### src/rtl/simprisc_pkg.sv
`default_nettype none
// +--------------------------------------------------------------------+
// | simprisc_pkg : shared types and constants for the simprisc core    |
// | Rev 1.0                                                             |
// +--------------------------------------------------------------------+
package simprisc_pkg;

    localparam int XLEN_C = 32;

    typedef logic [31:0] instr_t;

    typedef struct packed {
        instr_t pc;
        instr_t instr;
    } ifq_entry_t;

    localparam int          PC_STEP  = 4;
    localparam logic [1:0]  RVC_MASK = 2'b11;

    // Anything whose low two bits are not 2'b11 is not a 32-bit encoding.
    function automatic logic is_illegal(input instr_t instr);
        return (instr[1:0] != RVC_MASK);
    endfunction

endpackage
`default_nettype wire

### src/rtl/simprisc_ifq_mem.sv
`default_nettype none
// +--------------------------------------------------------------------+
// | simprisc_ifq_mem : entry storage, one write port, async read port  |
// | Rev 1.0                                                             |
// +--------------------------------------------------------------------+
module simprisc_ifq_mem
    import simprisc_pkg::*;
#(
    parameter int DEPTH  = 4,
    parameter int ADDR_W = 2
) (
    input  logic              clk,
    input  logic              i_we,
    input  logic [ADDR_W-1:0] i_waddr,
    input  ifq_entry_t        i_wdata,
    input  logic [ADDR_W-1:0] i_raddr,
    output ifq_entry_t        o_rdata
);

    // Data array carries no reset; the owner masks reads with its valid flag.
    ifq_entry_t r_mem [DEPTH];

    always_ff @(posedge clk) begin
        if (i_we) begin
            r_mem[i_waddr] <= i_wdata;
        end
    end

    assign o_rdata = r_mem[i_raddr];

endmodule
`default_nettype wire

### src/rtl/simprisc_ifq.sv
`default_nettype none
// +--------------------------------------------------------------------+
// | simprisc_ifq : in-order instruction fetch queue with flush,        |
// |                illegal-encoding flag and PC sequence checker       |
// | Rev 1.0                                                             |
// +--------------------------------------------------------------------+
module simprisc_ifq
    import simprisc_pkg::*;
#(
    parameter int DEPTH = 4,
    parameter int XLEN  = 32
) (
    input  logic                       clk,
    input  logic                       rst,
    input  logic                       in_valid,
    output logic                       in_ready,
    input  logic [XLEN-1:0]            in_pc,
    input  logic [XLEN-1:0]            in_instr,
    output logic                       out_valid,
    input  logic                       out_ready,
    output logic [XLEN-1:0]            out_pc,
    output logic [XLEN-1:0]            out_instr,
    output logic                       out_illegal,
    input  logic                       flush,
    output logic [$clog2(DEPTH+1)-1:0] count,
    output logic                       seq_err
);

    localparam int                c_PTR_W  = $clog2(DEPTH);
    localparam int                c_CNT_W  = $clog2(DEPTH+1);
    localparam logic [c_CNT_W-1:0] c_FULL  = c_CNT_W'(DEPTH);
    localparam logic [c_CNT_W-1:0] c_CNT_1 = c_CNT_W'(1);
    localparam logic [c_PTR_W-1:0] c_PTR_1 = c_PTR_W'(1);
    localparam logic [XLEN-1:0]    c_STEP  = XLEN'(PC_STEP);

    logic [c_PTR_W-1:0] r_rd_ptr;
    logic [c_PTR_W-1:0] r_wr_ptr;
    logic [c_CNT_W-1:0] r_count;
    logic               r_pc_track_valid;
    logic [XLEN-1:0]    r_last_pc;
    logic               r_seq_err;

    logic       w_push;
    logic       w_pop;
    logic       w_seq_break;
    ifq_entry_t w_wdata;
    ifq_entry_t w_head;

    // Both handshake flags depend only on registered occupancy.
    assign in_ready  = (r_count != c_FULL);
    assign out_valid = (r_count != '0);

    assign w_push      = in_valid && in_ready && !flush;
    assign w_pop       = out_valid && out_ready && !flush;
    assign w_seq_break = r_pc_track_valid && (in_pc != r_last_pc + c_STEP);

    assign w_wdata.pc    = in_pc;
    assign w_wdata.instr = in_instr;

    simprisc_ifq_mem #(
        .DEPTH  (DEPTH),
        .ADDR_W (c_PTR_W)
    ) u_mem (
        .clk     (clk),
        .i_we    (w_push),
        .i_waddr (r_wr_ptr),
        .i_wdata (w_wdata),
        .i_raddr (r_rd_ptr),
        .o_rdata (w_head)
    );

    always_ff @(posedge clk or posedge rst) begin
        if (rst) begin
            r_rd_ptr         <= '0;
            r_wr_ptr         <= '0;
            r_count          <= '0;
            r_pc_track_valid <= 1'b0;
            r_last_pc        <= '0;
            r_seq_err        <= 1'b0;
        end else begin
            r_seq_err <= w_push && w_seq_break;
            if (flush) begin
                r_rd_ptr         <= '0;
                r_wr_ptr         <= '0;
                r_count          <= '0;
                r_pc_track_valid <= 1'b0;
            end else begin
                if (w_push) begin
                    r_wr_ptr         <= r_wr_ptr + c_PTR_1;
                    r_last_pc        <= in_pc;
                    r_pc_track_valid <= 1'b1;
                end
                if (w_pop) begin
                    r_rd_ptr <= r_rd_ptr + c_PTR_1;
                end
                if (w_push && !w_pop) begin
                    r_count <= r_count + c_CNT_1;
                end else if (w_pop && !w_push) begin
                    r_count <= r_count - c_CNT_1;
                end
            end
        end
    end

    // Stale array contents never leak out while the queue is empty.
    assign out_pc      = out_valid ? w_head.pc    : '0;
    assign out_instr   = out_valid ? w_head.instr : '0;
    assign out_illegal = out_valid && is_illegal(w_head.instr);
    assign count       = r_count;
    assign seq_err     = r_seq_err;

endmodule
`default_nettype wire

### config.mk
export PLATFORM = sky130hd
export DESIGN_NAME = simprisc_ifq
export DESIGN_NICKNAME = d
export VERILOG_FILES = /design/src/rtl/simprisc_pkg.sv /design/src/rtl/simprisc_ifq_mem.sv /design/src/rtl/simprisc_ifq.sv
export SDC_FILE = /design/constraint.sdc
export NUM_CORES = 1
export LEC_CHECK = 0
export CORE_ASPECT_RATIO = 0.5
export CORE_MARGIN = 1
export CORE_UTILIZATION = 51
export DETAILED_ROUTE_END_ITERATION = 10
export GPL_TIMING_DRIVEN = 0
export PLACE_DENSITY = 0.8
export SLEW_MARGIN = 25
export SYNTH_ARGS = -nofsm -noshare
export SYNTH_HDL_FRONTEND = slang
export SYNTH_SLANG_ARGS = --single-unit
export TNS_END_PERCENT = 100
### constraint.sdc
create_clock -name clk -period 3.5 [get_ports clk]
set_clock_uncertainty 0.2 [all_clocks]
set_input_delay 0.7 -clock clk [delete_from_list [all_inputs] [get_ports clk]]
set_output_delay 0.7 -clock clk [all_outputs]
set_load 0.01 [all_outputs]
==> out/metrics.csv <==
metric;value;unit
synth_seq_area_share;0.696;
cts_root_buf;clkbuf_16;
via_per_inst;5.68;
layout-drive-gt1-share;0.204;
clkSinkCount;297;
syn_nets;780;
critPathTopFamily;buffers and inverters;
min_path_cells;2;
routedWlPerCell;20.8;um
numCtsBuffers;26;
combPwrFrac;0.332;
die_h;113;um
synth-edff-count;256;
path_cells;buf_12, buf_12, mux4_2, and2_1, clkdlybuf4s50_1;
drtAntennaViolNets;0;
finalHoldViolCount;0;
grt_pass1_wl;39800;um
setup_viol;0;
cts_tree;yes;
postSynthCellCount;705;
max_stage_delay;510;ps
design_area;15500;um2
fin_ws;111;ps
n_antenna_cell;0;
reg2reg_to;seq_err$_DFF_PP0_;
htree_levels;1;
post_cts_buffers;0;
clk_pin_slew;70;ps
yosysWarnings;0;
ys.flop_type;edfxtp_1;
period_share;0.968;
crit_required;2600;ps
p_switching;0.00312;W
final_core_util;0.643;
arrival;2490;ps
ys_async_sr_fraction;0.138;
peakVddDrop;0.000337;V
place_ws;-610;ps
final_common_cell;edfxtp_1;
antenna_found_initial;0;
cap_violations;0;
drc_errors;1;
rr_worst_depth;9;
end_kind;output pin;
hold_buffers;0;
fmax;295;MHz
worstSetupPathDepth;5;
final_cell_mix;256 x edfxtp_1, 138 x clkdlybuf4s50_1, 66 x and2_1;
grt_max_degree;35;
timing.critical_path.mode_cell;buf_12;
track_usage;0.205;
regToRegStartpoint;r_last_pc[2]$_DFFE_PP0P_;
core;24000;um2
path_class;reg2out;
tightest_slew;762;ps
syn_area;12500;um2
violations;design-rule violations;
rows;40;
synth_cell_type_count;58;
path_max_fanout;10;
dp_cells;1163;
endpoint;out_pc[28];
ios;140;
dieArea;25200;um2
r2r_slack;270;ps
start_kind;flop;
swShare;0.280;
startpoint;r_rd_ptr[0]$_DFFE_PP0P_;
area_growth_syn_to_layout;23.5;%
drt-initial-drc-count;513;
port-buffer-count;138;
dr_total_vias;6874;
intPower;0.00804;W
ctsLongestPathBuffers;3;
placed_cell_area;14400;um2
p_leak;5.08;nW
first_global_vias;7269;
syn_area_per_cell;17.7;um2
p_per_area;722;nW/um2
period_minus_slack;3390;ps
gp_congestion;0.855;
fp.dieW;224;um
seqPwrFrac;0.393;
clock_latency;540;ps
instances_no_fill;1210;
pwr-share-clk;0.275;
fin_nets;950;
status;finished with violations;
ys_ff_latch;297;
overflow;0;
drt_pass1_iterations;8;
path_buf_inv;3;
drt-total-wl;25200;um
hold_path_class;reg2reg;
drv_slew;0;
fill_cells;1678;
dpl.hpwl;16300;um
slew_headroom;0.488;
cp_slowest_cell;mux4_2;
start_util;0.521;
[registers in the layout, summed over array words and instances (netlist names)]
register,cells
r_rd_ptr,2
r_pc_track_valid,1
u_mem.r_mem,256
count,3
seq_err,1
r_last_pc,32
r_wr_ptr,2
[synth_stat cells, drive strengths merged, types with 3 or more instances]
library cell  instances  area (um2)
nand3                22         110
edfxtp              256        7690
clkbuf               21        78.8
inv                   8        30.0
mux2                 35         394
a21oi                 6        30.0
xor2                 10        87.6
dfrtp                41        1030
and3                  4        25.0
nor4                  6        50.0
ha                    5        62.6
a21o                  3        22.5
nand4                11        83.8
buf                  15        60.1
mux4                 64        1440
nand2b                4        25.0
a31oi                 3        18.8
o211ai                3        22.5
nor2                 16        60.1
and2                 70         438
nand2                20        75.1
a211oi                3        22.5
xnor2                29         254
nor3                  6        41.3
o21ai                 5        25.0
[how the worst min path moves through the flow]
stage	from	endpoint	slack, ps
after CTS	flush	count[2]$_DFFE_PP0P_	310
after global placement	r_pc_track_valid$_DFFE_PP0P_	r_pc_track_valid$_DFFE_PP0P_	310
after global routing	flush	count[2]$_DFFE_PP0P_	340
after detailed placement	r_pc_track_valid$_DFFE_PP0P_	seq_err$_DFF_PP0_	310
after floorplan	r_pc_track_valid$_DFFE_PP0P_	seq_err$_DFF_PP0_	280
final	r_pc_track_valid$_DFFE_PP0P_	seq_err$_DFF_PP0_	320
[worst min-delay path: stages (launching register included)]
cell and delay [ps]:
dfrtp_1 380, nand2_1 60, a21oi_1 40
[through the flow]
step,total power (W),hold WS (ps),TNS (ps)
after floorplan,0.00644,276,0
after global placement,0.00795,311,-310070
after detailed placement,0.00804,312,-121420
after CTS,0.0112,311,0
after global routing,0.0117,339,-0.870
final,0.0112,323,0
[per-layer routing]
metal,vias to the layer above,share of wire,track usage
met3,31,0.038,0.0345
li1,3114,-,-
met1,3593,0.43,0.272
met4,0,0.012,0.0425
met5,-,0,0
met2,136,0.52,0.363
[final cells by class]
cell class | instances | area, um2 | area share
flip-flops and latches | 297 | 8710 | 0.564
multi-input cells | 364 | 3640 | 0.236
repair buffers | 143 | 1490 | 0.0963
clock buffers | 34 | 722 | 0.0467
well taps | 315 | 394 | 0.0255
plain buffers | 35 | 260 | 0.0168
clock inverters | 14 | 204 | 0.0132
inverters | 8 | 30.0 | 0.00194
[cells by family (layout without fill, tap and decap cells)]
family	after synthesis	in the layout	share of synthesized area
mux	101	101	0.148
xor+xnor	39	39	0.0273
fa+ha+maj	6	6	0.00660
flops	297	297	0.696
compound gates	41	41	0.0233
simple gates	177	177	0.0845
buf+inv	44	234	0.0135
[repair_timing]
item                                    4_1_cts  5_1_grt
gates cloned                                  0        0
gates resized for setup                      55       16
pin swaps                                     2        1
endpoints found under the setup margin      192      185
[power groups by stage]
| stage | clock network, W | registers [W] | logic, W |
|---|---|---|---|
| 2_1_floorplan | 0 | 0.00440 | 0.00204 |
| 3_3_place_gp | 0 | 0.00444 | 0.00351 |
| 3_5_place_dp | 0 | 0.00445 | 0.00359 |
| 4_1_cts | 0.00313 | 0.00438 | 0.00371 |
| 5_1_grt | 0.00327 | 0.00441 | 0.00398 |
| 6_report | 0.00307 | 0.00438 | 0.00370 |
Power figures use the tool's default switching activity.
